File: config.mk
export PLATFORM = sky130hd
export DESIGN_NAME = trap_vector_sequencer
export DESIGN_NICKNAME = d
export VERILOG_FILES = /design/src/rtl/trap_vector_sequencer.sv
export SDC_FILE = /design/constraint.sdc
export NUM_CORES = 1
export LEC_CHECK = 0
export BUFFER_PORTS_ARGS = -buffer_cell sky130_fd_sc_hd__buf_2
export CAP_MARGIN = 25
export CORE_MARGIN = 1.5
export CORE_UTILIZATION = 40
export DETAILED_ROUTE_END_ITERATION = 8
export GPL_TIMING_DRIVEN = 0
export PLACE_DENSITY = 0.78
export SLEW_MARGIN = 0
export SYNTH_ARGS = -nofsm -noshare
export SYNTH_HDL_FRONTEND = slang
export SYNTH_SLANG_ARGS = --single-unit
File: constraint.sdc
create_clock -name clk -period 1.3 [get_ports clk]
set_input_delay 0 -clock clk [delete_from_list [all_inputs] [get_ports clk]]
set_output_delay 0 -clock clk [all_outputs]
set_load 0.02 [all_outputs]
File: src/rtl/trap_vector_sequencer.sv
// trap_vector_sequencer
//
// Multi-cycle controller for the LC-3 TRAP instruction. It takes the
// zero-extended trapvect8 from the extend stage and runs four steps:
//   1. Save the return PC into the link register (R7 by default).
//   2. Read the vector table entry at the trap address.
//   3. Load the PC with the service-routine address that was fetched.
//   4. Return to idle.
//
// Optional feature (macro TRAP_SEQ_TIMEOUT_EN):
//   Adds a memory-wait watchdog and an ERR state that pulses err instead
//   of loading the PC. Without the macro, MEM waits forever and err is 0.
//
// Ports:
//   clk, rst      - system clock, asynchronous active-high reset
//   start         - one-cycle trap request (ignored while busy)
//   trap_addr_in  - zero-extended trap vector; only the low VEC_WIDTH bits are used
//   pc_in         - incremented PC, saved as the return address
//   reg_wr_en     - register-file write strobe
//   reg_wr_addr   - register-file write index
//   reg_wr_data   - register-file write data
//   mem_req       - memory read request
//   mem_addr      - memory read address
//   mem_rdata     - memory read data
//   mem_ready     - memory read completion
//   pc_load       - PC load strobe
//   pc_out        - new PC value
//   busy          - sequence in progress
//   done          - one-cycle completion pulse
//   err           - one-cycle timeout pulse
module trap_vector_sequencer #(
  parameter int DATA_WIDTH     = 16,
  parameter int VEC_WIDTH      = 8,
  parameter int LINK_REG       = 7,
  parameter int TIMEOUT_CYCLES = 16
) (
  input  logic                  clk,
  input  logic                  rst,
  input  logic                  start,
  input  logic [DATA_WIDTH-1:0] trap_addr_in,
  input  logic [DATA_WIDTH-1:0] pc_in,
  output logic                  reg_wr_en,
  output logic [2:0]            reg_wr_addr,
  output logic [DATA_WIDTH-1:0] reg_wr_data,
  output logic                  mem_req,
  output logic [DATA_WIDTH-1:0] mem_addr,
  input  logic [DATA_WIDTH-1:0] mem_rdata,
  input  logic                  mem_ready,
  output logic                  pc_load,
  output logic [DATA_WIDTH-1:0] pc_out,
  output logic                  busy,
  output logic                  done,
  output logic                  err
);

`ifdef TRAP_SEQ_TIMEOUT_EN
  typedef enum logic [2:0] {IDLE, SAVE, MEM, LOAD, ERR} state_t;
`else
  typedef enum logic [1:0] {IDLE, SAVE, MEM, LOAD} state_t;
`endif

  state_t state, next_state;

  logic [DATA_WIDTH-1:0] vec;
  logic [DATA_WIDTH-1:0] ret_pc;
  logic [DATA_WIDTH-1:0] tgt;
  logic [DATA_WIDTH-1:0] mem_addr_q;
  logic [2:0]            wr_addr_q;
  logic [DATA_WIDTH-1:0] vec_ext;
  logic                  unused_upper_bits;
  logic                  limit_hit;

  // Re-zero-extend the vector here, so that junk in the upper bits of
  // trap_addr_in can never point the table read outside the vector table.
  assign vec_ext           = {{(DATA_WIDTH-VEC_WIDTH){1'b0}}, trap_addr_in[VEC_WIDTH-1:0]};
  assign unused_upper_bits = ^trap_addr_in[DATA_WIDTH-1:VEC_WIDTH];

`ifdef TRAP_SEQ_TIMEOUT_EN
  localparam int CNT_W = $clog2(TIMEOUT_CYCLES + 1);
  logic [CNT_W-1:0] wait_cnt;

  // Watchdog on the memory wait. MEM can only be entered from SAVE, so the
  // count is cleared in SAVE. It then counts every MEM cycle in which the
  // memory is not ready. limit_hit marks the cycle whose stall would take
  // the count to TIMEOUT_CYCLES.
  always_ff @(posedge clk or posedge rst) begin
    if (rst) begin
      wait_cnt <= '0;
    end else if (state == SAVE) begin
      wait_cnt <= '0;
    end else if (state == MEM && !mem_ready) begin
      wait_cnt <= wait_cnt + 1'b1;
    end
  end

  assign limit_hit = (wait_cnt == CNT_W'(TIMEOUT_CYCLES - 1));
`else
  assign limit_hit = 1'b0;
`endif

  // State register. Reset aborts any sequence in progress, so a pending
  // PC load never happens once rst has been seen.
  always_ff @(posedge clk or posedge rst) begin
    if (rst) begin
      state <= IDLE;
    end else begin
      state <= next_state;
    end
  end

  // Next-state logic and Moore strobes. mem_ready only matters in MEM, and
  // it beats the watchdog when both arrive in the same cycle.
  always_comb begin
    next_state = state;
    reg_wr_en  = 1'b0;
    mem_req    = 1'b0;
    pc_load    = 1'b0;
    done       = 1'b0;
    err        = 1'b0;
    busy       = (state != IDLE);
    case (state)
      IDLE: begin
        if (start) next_state = SAVE;
      end
      SAVE: begin
        reg_wr_en  = 1'b1;
        next_state = MEM;
      end
      MEM: begin
        mem_req = 1'b1;
        if (mem_ready) begin
          next_state = LOAD;
        end else if (limit_hit) begin
`ifdef TRAP_SEQ_TIMEOUT_EN
          next_state = ERR;
`else
          next_state = MEM;
`endif
        end
      end
      LOAD: begin
        pc_load    = 1'b1;
        done       = 1'b1;
        next_state = IDLE;
      end
`ifdef TRAP_SEQ_TIMEOUT_EN
      ERR: begin
        err        = 1'b1;
        next_state = IDLE;
      end
`endif
      default: next_state = IDLE;
    endcase
  end

  // Datapath registers. Each output value is loaded on the edge that
  // enters the state where it is used, then held until the next sequence.
  // The write index and the return PC are loaded on the accepting edge so
  // they are valid during SAVE. The read address is loaded on the way into
  // MEM, and the fetched target on the way into LOAD.
  always_ff @(posedge clk or posedge rst) begin
    if (rst) begin
      vec        <= '0;
      ret_pc     <= '0;
      tgt        <= '0;
      mem_addr_q <= '0;
      wr_addr_q  <= '0;
    end else begin
      case (state)
        IDLE: begin
          if (start) begin
            vec       <= vec_ext;
            ret_pc    <= pc_in;
            wr_addr_q <= 3'(LINK_REG);
          end
        end
        SAVE: mem_addr_q <= vec;
        MEM:  if (mem_ready) tgt <= mem_rdata;
        default: ;
      endcase
    end
  end

  assign reg_wr_addr = wr_addr_q;
  assign reg_wr_data = ret_pc;
  assign mem_addr    = mem_addr_q;
  assign pc_out      = tgt;

endmodule

==> out/metrics.cfg, run 1 <==
[setup_path]
crit_cells=5
r2r_slack_ps=-80
startpoint=state[1]
cp.required_ps=1490
critPathLaunchType=flip-flop
rr_endpoint=vec[1]
critPathTopFamily=flip-flops
slowest_delay_ps=470
crit_type=flip-flop to flip-flop
path_buf_inv=2
reg2reg_depth=5
crit_fanout=5
critPathCapture=vec[1]
path_cells=inv_4 -> ha_4 -> nand2_8 -> clkbuf_16 -> mux2_4
cp_data_arrival_time_ps=1570
endpoint_kind=flip-flop
r2r_start=state[1]
crit_slowest_cell=dfrtp_2

[sta]
finalSetupViolations=43
hold_violations=0
fin_crit_sh_pct=106
min_period_ps=1380
rsz0062_at_grt=yes
tns_ps=-2220
setup_slack_ps=-77.2
report.final.slew_viol_count=0
skew_ps=7.70
max_freq_ghz=0.726
finalHoldWorstSlack_ps=138

[clocking]
cts_buffers=5
htreeDepth=2
clkTransAtPathRegs_ps=90
clk_path_buf_depth=2
cts_tree=done
cts-root-buf=clkbuf_8
clock_sinks=51
insertion_delay_ps=300

[yosys]
avgSynthCellArea_sq_um=16.4
seq_area_frac_synth_pct=58.0
synth_warnings=0
ys_top_cells_by_count=dfrtp_1 (51), mux2_4 (29), mux2_2 (20), buf_4 (12), ha_1 (6)
synth_edf_count=0
synth_cell_types=14
ys_async_sr_fraction_pct=100
synthCells=134
ys_ff_latch=51
yosysTopAreaCellShare_pct=58.0
synthesis.area_sq_um=2200
synth_ff_type=dfrtp_1
yosysMostFrequentCell=dfrtp_1
yosys.area.top_type=dfrtp_1
synth_area_leaders=dfrtp_1 (58%), mux2_4 (20%), mux2_2 (10%), buf_4 (4.1%), ha_1 (3.4%)

[floorplanning]
num_rows=26
ios=109
dieArea_sq_um=5960
die-height_um=77.2
die_width_um=77.2
core_area_sq_um=5200
initial_core_util_pct=42.3

[route]
routed_wl_um=5160
drt.antenna.violating_nets=0
drtPass1Iterations=4
wire_per_inst_um=14.3
vias=1570
initialDrtViolationCount=21
drcViolationCount=0
drt-vias-per-instance=4.36

[hold_path]
hold_path.class=input port to flip-flop

[cells_and_area]
syn2layout_area_growth_pct=62.0
n_antenna_cell=0
nets=347
stdcell_area_sq_um=3570
final.fill_count=353
drive_gt1_share_pct=63.4

[grt]
grt-ovfl-total=0
grt_first_pass_wirelength_um=8510
globalRouteTotalUtil_pct=18.3
grt_pass1_vias=1767
antenna_found_initial=0
grt_max_degree=32

[placed_design]
gp_congestion=0.700
placed_area_sq_um=2870
io_buffer_count=91
hpwl_um=3020

[pwr]
peakVddDrop_mv=1.42
power_density_nw_per_um2=2350
p_leak_nw=1.85
finalPower_mw=8.37

[job]
drv_cap=0

[run_status]
outcome=finished with violations
failed_checks=negative setup slack

-- worst reg2reg max path, stage by stage (launching register included) --
cell and delay [ps]:
dfrtp_2 470, inv_4 80, ha_4 160, nand2_8 90
clkbuf_16 180, mux2_4 290
-- placed cells by master (no fill, tap or decap) --
| cell type | synthesis | layout |
|---|---|---|
| buf_12 | 0 | 5 |
| buf_16 | 0 | 1 |
| buf_2 | 1 | 88 |
| buf_4 | 12 | 17 |
| buf_6 | 3 | 3 |
| clkbuf_1 | 0 | 1 |
| clkbuf_16 | 0 | 1 |
| clkbuf_8 | 0 | 5 |
| clkinv_2 | 0 | 1 |
| clkinvlp_4 | 0 | 1 |
| conb_1 | 1 | 9 |
| dfrtp_1 | 51 | 50 |
| dfrtp_2 | 0 | 1 |
| dlygate4sd3_1 | 0 | 41 |
| ha_1 | 6 | 1 |
| ha_2 | 0 | 1 |
| ha_4 | 0 | 4 |
| inv_1 | 5 | 1 |
| inv_2 | 0 | 3 |
| inv_4 | 0 | 1 |
| mux2_2 | 20 | 8 |
| mux2_4 | 29 | 41 |
| mux2i_1 | 1 | 1 |
| nand2_4 | 0 | 1 |
| nand2_8 | 0 | 1 |
| nand2b_1 | 1 | 1 |
| nor2_1 | 1 | 1 |
| o22ai_2 | 0 | 1 |
-- layer usage --
layer  global-route usage, %  wire (um)  share of wire, %  vias to the layer above
met2                    33.1       2660                52                       66
li1                        -          -                 -                      738
met5                       0          0                 0                        -
met4                    5.09         61               1.2                        0
met3                    4.17        279               5.4                        7
met1                    21.6       2160                42                      759
-- state kept, by name, indices dropped and copies added, names as in the netlist --
signal	flops
mem_addr	8
vec	8
reg_wr_data	16
pc_out	16
reg_wr_addr	1
state	2
-- worst min-delay path by stage --
| stage | start | to | slack, ps | depth (start not counted) |
|---|---|---|---|---|
| after floorplan | mem_rdata[0] | pc_out[0] | 150 | 1 |
| after global placement | pc_in[14] | reg_wr_data[14] | 230 | 2 |
| after detailed placement | rst | pc_out[5] | 40 | 2 |
| after CTS | mem_ready | pc_out[12] | 120 | 3 |
| after global routing | mem_ready | pc_out[15] | 130 | 3 |
| final | mem_ready | pc_out[10] | 140 | 3 |
-- cell type report --
type | count | area, sq um | area share [%]
buffer | 15 | 163 | 4.56
inverter | 5 | 21.3 | 0.596
clock inverter | 2 | 12.5 | 0.351
tap | 70 | 87.6 | 2.46
multi-input combinational | 70 | 931 | 26.1
clock buffer | 6 | 72.6 | 2.03
timing repair buffer | 141 | 1000 | 28.1
sequential | 51 | 1280 | 35.8
-- where the power goes --
group	internal, mW	switching (mW)
logic	2.50	2.13
registers	2.40	0.453
clock network	0.377	0.505
-- through the flow --
stage / cells / worst slack, ps / util [%]
after floorplan: 142 / -70.9 / -
after global placement: 303 / -516 / 54.7
after detailed placement: 304 / -199 / 55.1
after CTS: 359 / -64.2 / 67.5
after global routing: 360 / -113 / 68.5
final: 360 / -77.2 / 68.5
-- kinds of logic after synthesis --
family	synth area share [%]
flip-flops	58.0
multiplexers	30.5
buffers and inverters	6.70
adder cells (fa/ha/maj)	3.41
AND/OR/NAND/NOR	1.02
AO/OA/AOI/OAI	0.284
other	0.170
-- repair_timing --
item | CTS | global route
hold buffers | 41 | 0
setup buffers | 6 | 0
hold endpoints to repair | 60 | 0
pin swaps | 4 | 1
setup endpoints to repair | 51 | 46
cloned | 1 | 1
resized for setup | 22 | 8
(Power assumes the default switching activity.)
==> run 2: changes to the inputs <==
--- a/config.mk
+++ b/config.mk
@@ -7,7 +7,6 @@
 export LEC_CHECK = 0
 export BUFFER_PORTS_ARGS = -buffer_cell sky130_fd_sc_hd__buf_2
 export CAP_MARGIN = 25
-export CORE_MARGIN = 1.5
 export CORE_UTILIZATION = 40
 export DETAILED_ROUTE_END_ITERATION = 8
 export GPL_TIMING_DRIVEN = 0
==> out/metrics.cfg, run 2 (synthesized netlist as in run 1, its figures left out) <==
[cells_and_area]
mostFrequentLayoutCells=buf_2 (89), dfrtp_1 (50), dlygate4sd3_1 (41), mux2_4 (38), buf_4 (25)
stdcell_area_sq_um=3630  ; +1.7%
n_antenna_cell=0  ; unchanged
nets=354  ; +2.0%
final.fill_count=384  ; +8.8%
register_area_sq_um=1280  ; unchanged
multi_input_area_sq_um=926  ; -0.54%
final_common_cell=buf_2
drive_gt1_share_pct=65.0  ; +1.5 points
syn2layout_area_growth_pct=64.7

[floorplanning]
die_width_um=76.2  ; -1.3%
ios=109  ; unchanged
initial_core_util_pct=42.3  ; unchanged
dieArea_sq_um=5810  ; -2.6%
num_rows=26  ; unchanged
die-height_um=76.2  ; -1.3%
core_area_sq_um=5200  ; unchanged

[route]
drt.antenna.violating_nets=0  ; unchanged
drtPass1Iterations=4  ; unchanged
routed_wl_um=5300  ; +2.9%
vias=1588  ; +1.1%
drcViolationCount=0  ; unchanged
drt-vias-per-instance=4.33  ; -0.78%
initialDrtViolationCount=26  ; +24%
wire_per_inst_um=14.5  ; +0.91%

[setup_path]
critPathLaunchType=flip-flop
r2r_slack_ps=-80  ; about the same
slowest_delay_ps=460  ; about the same
crit_fanout=10  ; +5
r2r_start=state[1]
rr_endpoint=reg_wr_data[3]
critPathTopFamily=flip-flops
cp_data_arrival_time_ps=1570  ; about the same
path_buf_inv=2  ; unchanged
crit_slowest_cell=dfrtp_2
cp.required_ps=1490  ; about the same
reg2reg_depth=5  ; unchanged
endpoint_kind=flip-flop
crit_type=flip-flop to flip-flop
path_cells=inv_4 -> ha_4 -> nand2_8 -> buf_12 -> mux2_4

[clocking]
clock_sinks=51  ; unchanged
htreeDepth=2  ; unchanged
clk_path_buf_depth=2  ; unchanged
cts_buffers=5  ; unchanged
cts-root-buf=clkbuf_8
clkTransAtPathRegs_ps=100  ; about the same
cts_tree=done
insertion_delay_ps=300  ; about the same

[hold_path]
worstHoldPathCells=3  ; unchanged
hold_path_end=reg_wr_data[13]
hold_path.class=input port to flip-flop
hp-start=start

[pwr]
peakVddDrop_mv=1.18  ; -17%
power_density_nw_per_um2=2400  ; +2.5%
p_leak_nw=1.87  ; +0.92%

[grt]
grt_first_pass_wirelength_um=8320  ; -2.2%
globalRouteTotalUtil_pct=18.4  ; +0.11 points
grt-ovfl-total=0  ; unchanged
antenna_found_initial=0  ; unchanged
grt_pass1_vias=1669  ; -5.5%
grt_max_degree=34  ; +6.3%

[sta]
fin_crit_sh_pct=106  ; +0.47 points
hold_violations=0  ; unchanged
skew_ps=6.89  ; -0.808 ps
max_freq_ghz=0.723  ; -0.44%
tns_ps=-2360  ; -141 ps
report.final.slew_viol_count=0  ; unchanged
finalSetupViolations=46  ; +7.0%
setup_slack_ps=-83.2  ; -6.05 ps
rsz0062_at_grt=yes
min_period_ps=1380  ; +6.05 ps

[job]
drv_cap=0  ; unchanged

[placed_design]
placed_area_sq_um=2870  ; unchanged
dp_slack_ps=-205  ; -5.95 ps
io_buffer_count=91  ; unchanged
hpwl_um=3020  ; +0.13%
gp_congestion=0.688  ; -1.7%

[run_status]
failed_checks=negative setup slack
outcome=finished with violations

[run 2: metal layers]
metal | vias up | GRT usage (%) | share of wire [%]
met2 | 62 | 32.5 | 53
met4 | 0 | 6.54 | 1.9
met3 | 13 | 4.55 | 5.2
met5 | - | 0 | 0
li1 | 753 | - | -
met1 | 760 | 21.8 | 40
[run 2: area by class of cell]
class | instances | share of cell area, %
flip-flops and latches | 51 | 35.2
repair buffers | 147 | 28.1
multi-input cells | 70 | 25.5
plain buffers | 16 | 4.69
well taps | 70 | 2.41
clock buffers | 6 | 2.28
clock inverters | 2 | 1.07
inverters | 5 | 0.655
[run 2: worst reg2reg max path, stage by stage (launching register included)]
cell     delay (ps)
dfrtp_2         460
inv_4            90
ha_4            180
nand2_8          80
buf_12          160
mux2_4          300
[run 2: worst max path at each step]
stage	endpoint	slack (ps)	start	cells after the start
floorplan	reg_wr_data[10]	-70	state[1]	5
global route	reg_wr_data[3]	-120	state[1]	5
CTS	reg_wr_data[10]	-80	state[1]	5
finish	reg_wr_data[3]	-80	state[1]	5
detailed placement	reg_wr_data[10]	-200	state[1]	5
global placement	reg_wr_data[14]	-550	rst	2
[run 2: per-stage QoR]
| stage | hold WS, ps | util (%) | power [mW] | std cells |
|---|---|---|---|---|
| floorplan | 149 | - | 5.68 | 142 |
| global placement | 231 | 54.7 | 6.64 | 303 |
| detailed placement | 30.3 | 55.1 | 6.75 | 304 |
| CTS | 139 | 67.7 | 8.50 | 359 |
| global route | 149 | 69.7 | 9.18 | 367 |
| finish | 144 | 69.7 | 8.72 | 367 |
[run 2: timing repair]
item,4_1_cts,5_1_grt
buffers inserted,6,7
hold endpoints to repair,58,0
resized for setup,21,6
endpoints found under the setup margin,50,41
gates cloned,0,1
hold buffers,41,0
pin swaps,1,2
[run 2: power breakdown]
| group | total (mW) | internal (mW) | leakage [nW] | switching [mW] |
|---|---|---|---|---|
| Clock | 1.16 | 0.634 | 0.0618 | 0.530 |
| Sequential | 2.85 | 2.40 | 0.600 | 0.449 |
| Combinational | 4.71 | 2.53 | 1.21 | 2.18 |
==> run 3: changes to the inputs <==
--- a/config.mk
+++ b/config.mk
@@ -11,6 +11,7 @@
 export DETAILED_ROUTE_END_ITERATION = 8
 export GPL_TIMING_DRIVEN = 0
 export PLACE_DENSITY = 0.78
+export SETUP_SLACK_MARGIN = 0.5
 export SLEW_MARGIN = 0
 export SYNTH_ARGS = -nofsm -noshare
 export SYNTH_HDL_FRONTEND = slang
==> out/metrics.cfg, run 3 (synthesized netlist as in run 1, its figures left out) <==
[grt]
antenna_found_initial=0  ; unchanged
grt-ovfl-total=0  ; unchanged
grt_first_pass_wirelength_um=9380  ; +13%
globalRouteTotalUtil_pct=21.1  ; +2.7 points
grt_pass1_vias=1867  ; +12%
grt_max_degree=28  ; -18%

[placed_design]
dp_cells=304  ; unchanged
hpwl_um=3260  ; +8.0%
gp_congestion=0.705  ; +2.4%
io_buffer_count=91  ; unchanged
placed_area_sq_um=2920  ; +1.7%

[clocking]
clk_path_buf_depth=2  ; unchanged
cts_hold_buf=40  ; -2.4%
cts_buffers=5  ; unchanged
insertion_delay_ps=300  ; about the same
cts-root-buf=clkbuf_8
cts_tree=done
clock_sinks=51  ; unchanged
clkTransAtPathRegs_ps=80  ; -20 ps
htreeDepth=2  ; unchanged

[run_status]
failed_checks=negative hold slack, negative setup slack
outcome=finished with violations

[sta]
finalSetupViolations=50  ; +8.7%
max_freq_ghz=0.722  ; -0.13%
min_period_ps=1380  ; +1.76 ps
setup_slack_ps=-85.0  ; -1.76 ps
tightest_slew_ps=560
slew_headroom_pct=62.6
hold_violations=24  ; +24
skew_ps=5.44  ; -1.45 ps
fin_crit_sh_pct=107  ; +0.14 points
report.final.slew_viol_count=0  ; unchanged
rsz0062_at_grt=yes
finalHoldWorstSlack_ps=-251  ; -396 ps

[setup_path]
r2r_slack_ps=-80  ; about the same
cp_data_arrival_time_ps=1570  ; about the same
crit_type=flip-flop to flip-flop
cp.required_ps=1480  ; about the same
crit_fanout=10  ; unchanged
endpoint_kind=flip-flop
critPathLaunchType=flip-flop

[floorplanning]
die_width_um=76.2  ; unchanged
dieArea_sq_um=5810  ; unchanged
die-height_um=76.2  ; unchanged
initial_core_util_pct=42.3  ; unchanged
num_rows=26  ; unchanged
core_area_sq_um=5200  ; unchanged
ios=109  ; unchanged

[cells_and_area]
n_antenna_cell=0  ; unchanged
stdcell_count=367  ; unchanged
stdcell_area_sq_um=3970  ; +9.3%
nets=354  ; unchanged
syn2layout_area_growth_pct=80.1
mostFrequentLayoutCells=buf_6 (58), dfrtp_1 (48), mux2_4 (44), buf_2 (43), dlygate4sd3_1 (40)
final_common_cell=buf_6
drive_gt1_share_pct=65.7  ; +0.67 points

[pwr]
p_leak_nw=1.99  ; +6.5%
power_density_nw_per_um2=2460  ; +2.3%
peakVddDrop_mv=1.60  ; +35%

[route]
drt-vias-per-instance=4.45  ; +2.9%
drtPass1Iterations=3  ; -1
drt.antenna.violating_nets=0  ; unchanged
initialDrtViolationCount=40  ; +54%
routed_wl_um=5810  ; +9.5%
vias=1634  ; +2.9%
wire_per_inst_um=15.8  ; +9.5%
drcViolationCount=0  ; unchanged

[job]
drv_cap=0  ; unchanged

[hold_path]
hold_path.class=input port to async pin

==> run 3: worst paths after layout <==
check / from / endpoint / cells after the start
worst max-delay path: state[1] / reg_wr_data[11] / 5
worst min-delay path: rst / reg_wr_data[8] / 2
worst max register to register: state[1] / reg_wr_data[11] / 5
worst min register to register: vec[7] / mem_addr[7] / 1
max in group asynchronous: rst / state[1] / 3
min in group clk: start / state[0] / 4
==> run 3: critical path, cell delays in order (launching register included) <==
cell and delay [ps]:
dfrtp_2 470, inv_4 90, ha_4 160, nand2_8 80, buf_12 160, mux2_4 300
==> run 3: timing repair <==
action	in CTS	in global routing
setup endpoints to repair	99	99
cloned	1	0
hold endpoints to repair	64	24
resized for setup	118	11
pin swaps	3	7
buffers inserted	10	4
==> run 3: metal layers <==
metal	share of wire (%)	routed length (um)	global-route usage (%)
met5	0	0	0
met2	55	3210	39.9
met3	3.9	229	3.11
met1	37	2170	22.4
met4	3.6	207	11.5
==> run 3: area by class of cell <==
cell class              instances  area, sq um
fillers                       328         1240
flip-flops and latches         51         1280
multi-input cells              70          971
inverters                       5         27.5
clock buffers                   7         76.3
repair buffers                147         1340
clock inverters                 1         5.00
well taps                      70         87.6
plain buffers                  16          176
==> run 3: power breakdown <==
| group | leakage [nW] | total [mW] | internal [mW] | switching (mW) |
|---|---|---|---|---|
| registers | 0.598 | 3.06 | 2.41 | 0.653 |
| clock network | 0.0422 | 0.873 | 0.379 | 0.494 |
| logic | 1.35 | 5.82 | 3.52 | 2.31 |
| total | 1.99 | 9.76 | 6.31 | 3.45 |
==> run 3: per-stage QoR <==
stage	power, mW	utilization [%]	setup WS (ps)	TNS [ps]
final	9.76	76.2	-85.0	-2170
after global routing	10.2	76.2	-112	-3880
after floorplan	5.88	-	-70.9	-2040
after global placement	6.86	55.6	-179	-5320
after CTS	9.45	74.7	-73.6	-1760
after detailed placement	6.99	56.0	-212	-6580
